[config.mk]
export PLATFORM = sky130hd
export DESIGN_NAME = rvfi_retire_serializer
export DESIGN_NICKNAME = d
export VERILOG_FILES = /design/src/rtl/rvfi_retire_serializer.sv
export SDC_FILE = /design/constraint.sdc
export NUM_CORES = 2
export LEC_CHECK = 0
export BUFFER_PORTS_ARGS = -buffer_cell sky130_fd_sc_hd__buf_2
export CORE_MARGIN = 10
export CORE_UTILIZATION = 32
export CTS_BUF_LIST = sky130_fd_sc_hd__clkbuf_2 sky130_fd_sc_hd__clkbuf_4 sky130_fd_sc_hd__clkbuf_8
export DETAILED_ROUTE_END_ITERATION = 16
export HOLD_SLACK_MARGIN = 0.06
export MAX_ROUTING_LAYER = met4
export PLACE_DENSITY = 0.56
export SLEW_MARGIN = 20
export SYNTH_ARGS = -nofsm -noshare
export SYNTH_HDL_FRONTEND = slang
export SYNTH_SLANG_ARGS = --single-unit
[constraint.sdc]
create_clock -name clk -period 27 [get_ports clk]
set_input_delay 2.7 -clock clk [delete_from_list [all_inputs] [get_ports clk]]
set_output_delay 2.7 -clock clk [all_outputs]
set_load 0.02 [all_outputs]
[src/rtl/rvfi_retire_serializer.sv]
// rtl/rvfi_retire_serializer.sv - buffers multi-channel RVFI retirements and replays them one per cycle
//
// Purpose: lets one single-channel instruction checker follow an NRET-wide
// retiring core. Each cycle, the valid retire channels are compacted in
// ascending channel order into a circular buffer. They are then presented one
// entry per cycle on a valid/ready port.
//
// Ports:
//   clk, resetn            clock, synchronous active-low reset
//   enable                 capture qualifier; rvfi_valid ignored when 0
//   rvfi_valid/order/pkt   NRET retire channels, channel i in slice i
//   in_ready               at least NRET free entries (informational; never stalls)
//   out_valid/out_ready    head handshake
//   out_order/out_pkt      head entry, zero when empty
//   level                  occupied entries
//   overflow               sticky: a cycle's retirements were dropped
//   order_err              sticky: popped orders not consecutive
//
// Optional feature: define RVFI_SERIALIZER_ORDER_CHECK_EN to enable the
// popped-order continuity check; otherwise order_err is tied to 0.

module rvfi_retire_serializer #(
  parameter int NRET    = 2,
  parameter int ORDER_W = 8,
  parameter int PKT_W   = 256,
  parameter int DEPTH   = 8
) (
  input  logic                      clk,
  input  logic                      resetn,
  input  logic                      enable,
  input  logic [NRET-1:0]           rvfi_valid,
  input  logic [NRET*ORDER_W-1:0]   rvfi_order,
  input  logic [NRET*PKT_W-1:0]     rvfi_pkt,
  output logic                      in_ready,
  output logic                      out_valid,
  input  logic                      out_ready,
  output logic [ORDER_W-1:0]        out_order,
  output logic [PKT_W-1:0]          out_pkt,
  output logic [$clog2(DEPTH):0]    level,
  output logic                      overflow,
  output logic                      order_err
);

  localparam int PTR_W = $clog2(DEPTH);
  localparam int LVL_W = PTR_W + 1;
  localparam int CNT_W = $clog2(NRET + 1);

  logic [PTR_W-1:0]   wr_ptr;
  logic [PTR_W-1:0]   rd_ptr;
  logic [ORDER_W-1:0] mem_order [DEPTH];
  logic [PKT_W-1:0]   mem_pkt   [DEPTH];

  logic [CNT_W-1:0]   n;
  logic [CNT_W-1:0]   ch_off [NRET];
  logic [PTR_W-1:0]   wr_idx [NRET];
  logic               pop;
  logic               push_ok;
  logic [LVL_W-1:0]   n_acc;

  // Compaction: each valid channel's slot is wr_ptr plus the number of
  // valid channels below it, so channel 0 always lands first.
  always_comb begin
    n = '0;
    for (int i = 0; i < NRET; i++) begin
      ch_off[i] = n;
      wr_idx[i] = wr_ptr + PTR_W'(ch_off[i]);
      if (enable && rvfi_valid[i]) begin
        n = n + CNT_W'(1);
      end
    end
  end

  assign out_valid = (level != '0);
  assign pop       = out_valid && out_ready;

  // n <= DEPTH - level + pop, rearranged to avoid unsigned underflow.
  // A rejected cycle is dropped whole, never partially.
  assign push_ok = (32'(n) + 32'(level)) <= (32'(DEPTH) + 32'(pop));
  assign n_acc   = push_ok ? LVL_W'(n) : '0;

  assign in_ready  = (32'(level) + 32'(NRET)) <= 32'(DEPTH);
  assign out_order = out_valid ? mem_order[rd_ptr] : '0;
  assign out_pkt   = out_valid ? mem_pkt[rd_ptr]   : '0;

  always_ff @(posedge clk) begin
    if (!resetn) begin
      wr_ptr   <= '0;
      rd_ptr   <= '0;
      level    <= '0;
      overflow <= 1'b0;
    end else begin
      if (pop) begin
        rd_ptr <= rd_ptr + PTR_W'(1);
      end
      if (push_ok) begin
        wr_ptr <= wr_ptr + PTR_W'(n);
      end else begin
        overflow <= 1'b1;
      end
      level <= level + n_acc - LVL_W'(pop);
    end
  end

  // Storage is not reset; level alone decides which entries are live.
  always_ff @(posedge clk) begin
    if (resetn && push_ok) begin
      for (int i = 0; i < NRET; i++) begin
        if (enable && rvfi_valid[i]) begin
          mem_order[wr_idx[i]] <= rvfi_order[i*ORDER_W +: ORDER_W];
          mem_pkt[wr_idx[i]]   <= rvfi_pkt[i*PKT_W +: PKT_W];
        end
      end
    end
  end

`ifdef RVFI_SERIALIZER_ORDER_CHECK_EN
  logic [ORDER_W-1:0] exp_order;
  logic               seen_first;

  // The first popped order seeds the expectation; later pops must follow it.
  always_ff @(posedge clk) begin
    if (!resetn) begin
      exp_order  <= '0;
      seen_first <= 1'b0;
      order_err  <= 1'b0;
    end else if (pop) begin
      seen_first <= 1'b1;
      exp_order  <= out_order + ORDER_W'(1);
      if (seen_first && (out_order != exp_order)) begin
        order_err <= 1'b1;
      end
    end
  end
`else
  assign order_err = 1'b0;
`endif

endmodule

Yosys cells after proc, flatten, opt, wreduce, memory -nomap -nowiden
Memories as Yosys holds them, arrays and structs flattened. A register that Yosys moved wholly into a read port is not among the register bits.
Cells that the tools add are included.
- memories kept: 2
- bits in registers: 11
- output and inout port bits: 272
- RAM bits: 2112
- memory list (name ; depth ; width ; read ports ; clocked after Yosys merged registers in ; write ports ; RTL line ; source):
    mem_pkt ; 8 ; 256 ; 1 ; 1 ; 2 ; 51 ; logic [PKT_W-1:0] mem_pkt [DEPTH];
    mem_order ; 8 ; 8 ; 1 ; 1 ; 2 ; 50 ; logic [ORDER_W-1:0] mem_order [DEPTH];
- add/subtract/negate cells: 9
- multiplexer cells: 15
- reduce and logical (&&, ||, !) cells: 5
- magnitude comparators: 2
- operators with widths (kind ; count):
    256-bit 2-to-1 mux ; 1
    3-bit 2-to-1 mux ; 4
    8-bit 2-to-1 mux ; 1
    1-bit 2-to-1 mux ; 7
    3-bit by 2-bit adder with 3-bit output ; 2
    2-bit by 4-bit adder with 5-bit output ; 1
    4-bit by 1-bit adder with 5-bit output, first input constant ; 1
    4-bit by 2-bit adder with 5-bit output, second input constant ; 1
    5-bit by 4-bit less-or-equal comparator with 1-bit output, second input constant ; 1
    5-bit less-or-equal comparator ; 1
    4-bit by 2-bit adder with 4-bit output ; 1
    1-bit logical AND ; 4
    2-bit 2-to-1 mux ; 2
    4-bit nonzero test ; 1
    4-bit by 1-bit subtractor with 4-bit output ; 1
    3-bit by 1-bit adder with 3-bit output, second input constant ; 1
    2-bit by 1-bit adder with 2-bit output, second input constant ; 1

Longest topological paths before layout
- word-level depth: 9
- depth in mapped cells: 21

Worst setup path before layout
Ideal clock, no wire load.
- kind: input to register
- start: input port rvfi_valid[1]
- end: memory mem_order[5][0], enable pin
- path slack: 1.829 ns
- data arrival time: 23.893 ns
- stages on the path: 11
- setup time: 1.278 ns
- cell sequence: and2_1 > ha_1 > ha_1 > ha_1 > o21bai_1 > nand3_1 > mux2i_2 > nor3_4 > buf_2 > nand3_1 > o31ai_1
- RTL lines (item ; RTL line ; source):
    from (decl) ; 31 ; input logic [NRET-1:0] rvfi_valid,
    to (decl) ; 50 ;

==> metrics.yaml <==
outcome: "finished clean"
seq_area_um2: 63700
post_cts_resized: 0
r2r_cells: 17
clock_power_share_pct: 30.7
htreeDepth: 5
hp-class: "flop to flop"
fin_cells: 12065
num-nets-final: 7803
syn_inst: 6394
vdd_ir_drop_max_mv: 0.0695
clockBufferDepth: 4
postSynth.asyncResetShare_pct: 0
r2r_start: "level[2]"
p_seq_share_pct: 40.1
yosys.area.top_type: "edfxtp_1"
p_total_uw: 9750
synth_area_um2: 107000
setup_ws_ps: 18310
dp_slack_ps: 17270
crit_family: "buffers and inverters"
fin_crit_ps: 8690
end_kind: "flop"
drc_errors: 0
ys_ff_latch: 2126
syn_to_final_growth_pct: 14.9
power.share.switching_pct: 33.1
leakage_uw: 0.0422
first_global_vias: 66553
cpMostUsedCell: "buf_4"
path_clk_slew_ps: 60
clock-sinks: 2126
dieArea_um2: 359000
slew_viol_final: 0
fillers: 31415
cts_hold_buf: 0
p_per_area_nw_per_um2: 79.0
synth_area_leaders: "edfxtp_1, mux2_2, mux4_2, mux2_4, nand2_1"
clock.fmax_ghz: 0.115
slew_headroom_pct: 27.7
hold_violations: 0
fin_crit_sh_pct: 32.2
die_width_um: 599
cts_setup_buffers: 0
max_stage_delay_ps: 910
p_comb_share_pct: 29.2
drtIter0Drc: 4781
holdPathStages: 1
critical_path.max_fanout: 47
gp_congestion: 0.789
grt_max_degree: 121
avgSynthCellArea_um2: 16.8
crit_slowest_cell: "o31ai_4"
max-cap-violations: 0
layout-drive-gt1-share_pct: 48.5
worst_slew_pin_slew_ps: 1080
arrival_ps: 9290
drt-total-wl_um: 338000
cp.required_ps: 27610
reg2reg_slack_ps: 19500
dr_total_vias: 62845
internal_power_uw: 6530
startpoint_type: "primary input"
vias_per_cell: 5.21
routedWlPerCell_um: 28.0
postRouteAntennaNets: 0
synth_nets: 6945
post-place-cells: 11255
dp_hpwl_um: 193000
setup_viol: 0
seq_area_frac_synth_pct: 59.4
yosys_warnings: 0
clk_latency_ps: 1040
synth_top_area_share_pct: 59.1
overflow: 0
ys.flop_type: "edfxtp_1"
skew_ps: 58.0
hp-start: "overflow"
cp.buffers_inverters: 6
portBuffers: 804
grt_pass1_wl_um: 484000
hold_end: "overflow"
core_um2: 334000
grt_util_all_layers_pct: 18.6
ios: 806
r2r_end: "mem_pkt[5][106]"
start_util_pct: 32.2
path_cells: "buf_2, nand2_1, inv_1, ha_1, ha_1, ha_1, o21bai_1, nor2_1, nor3_1, nor3_4, nand3_1, o31ai_4, buf_4, buf_4, buf_4, buf_4"
worstSetupPathType: "primary input to flop"
cts-root-buf: "clkbuf_8"
num_rows: 212
synth_cell_types: 49
antenna_found_initial: 195
multi_input_area_um2: 41200
cts_inserted_buffers: 381
setup_tns_ps: 0
power_switching_uw: 3220
dr.pass1.iters: 5
rsz0062_at_grt: "no"
synth_edf_count: 2112
tritoncts: "built"
die_y_um: 599
[cells in the final DEF (no fill, tap or decap), drive strengths merged, types with 14 or more instances in the layout]
master  instances
buf           925
clkbuf        521
clkinv        120
dfxtp          14
diode         142
edfxtp       2112
ha             16
inv            31
mux2         1848
mux2i         267
mux4          528
nand2         805
nor2          269
[registers in the layout, summed over array words and instances (netlist names), named ones only]
signal / count
mem_pkt: 2048
mem_order: 64
level: 4
rd_ptr: 3
wr_ptr: 3
overflow: 1
[power groups by stage]
stage                     registers (uW)  clock network, uW  logic [uW]
after CTS                           3930               3070        2890
after global routing                3920               3220        3040
after floorplan                     4110                  0        1830
after global placement              3980                  0        2860
after detailed placement            3990                  0        2880
final                               3910               2990        2850
[cell type report]
cell class | count | area share (%)
clock buffers | 521 | 5.11
multi-input cells | 3806 | 33.4
diodes | 142 | 0.288
inverters | 12 | 0.0365
repair buffers | 925 | 4.26
flip-flops and latches | 2126 | 51.7
well taps | 4387 | 4.45
clock inverters | 146 | 0.783
[synth_stat cells, drive strengths merged, types with 2 or more instances]
| master | number |
|---|---|
| nand3b | 5 |
| mux2i | 267 |
| nor2 | 269 |
| xnor2 | 4 |
| and2 | 7 |
| nor2b | 5 |
| buf | 291 |
| edfxtp | 2112 |
| xor2 | 5 |
| o21ai | 7 |
| nand2 | 805 |
| a21oi | 3 |
| inv | 12 |
| nand3 | 7 |
| nand2b | 2 |
| o21bai | 4 |
| dfxtp | 14 |
| and3 | 5 |
| nor3 | 3 |
| mux4 | 528 |
| ha | 16 |
| clkbuf | 159 |
| mux2 | 1848 |
[cells by family (layout without fill, tap and decap cells)]
| family | count (synthesis) | after routing | synth area share [%] |
|---|---|---|---|
| AND/OR/NAND/NOR | 1115 | 1115 | 4.02 |
| flip-flops | 2126 | 2126 | 59.4 |
| AO/OA/AOI/OAI | 21 | 21 | 0.138 |
| buffers and inverters | 462 | 1604 | 2.35 |
| other | 1 | 143 | 0.00349 |
| multiplexers | 2643 | 2643 | 33.8 |
| adder cells (fa/ha/maj) | 17 | 17 | 0.205 |
| XOR/XNOR | 9 | 9 | 0.0804 |
[through the flow]
step | util (%) | hold WS (ps) | cell area [um^2]
6_report | 37.0 | 521 | 123000
5_1_grt | 36.9 | 550 | 123000
2_1_floorplan | - | 478 | 107000
4_1_cts | 36.8 | 526 | 123000
3_5_place_dp | 34.7 | 509 | 116000
3_3_place_gp | 34.7 | 517 | 116000
[worst max-delay path by stage]
| stage | from | to | slack (ps) | depth (start not counted) |
|---|---|---|---|---|
| floorplan | rvfi_valid[1] | mem_order[5][0] | 1830 | 11 |
| CTS | flop | out_pkt[56] | 17940 | 7 |
| global route | enable | mem_pkt[5][106] | 18000 | 16 |
| finish | enable | mem_pkt[5][106] | 18310 | 16 |
| detailed placement | enable | mem_pkt[5][156] | 17270 | 16 |
| global placement | enable | mem_pkt[5][106] | 17230 | 16 |
[routing by layer]
layer / wire length [um] / track usage (%) / part of all wire (%)
met1: 137000 / 23.1 / 41
met2: 168000 / 31.0 / 50
met3: 24600 / 4.21 / 7.3
met4: 7980 / 4.69 / 2.4
met5: 0 / - / 0
(Power assumes the default switching activity.)
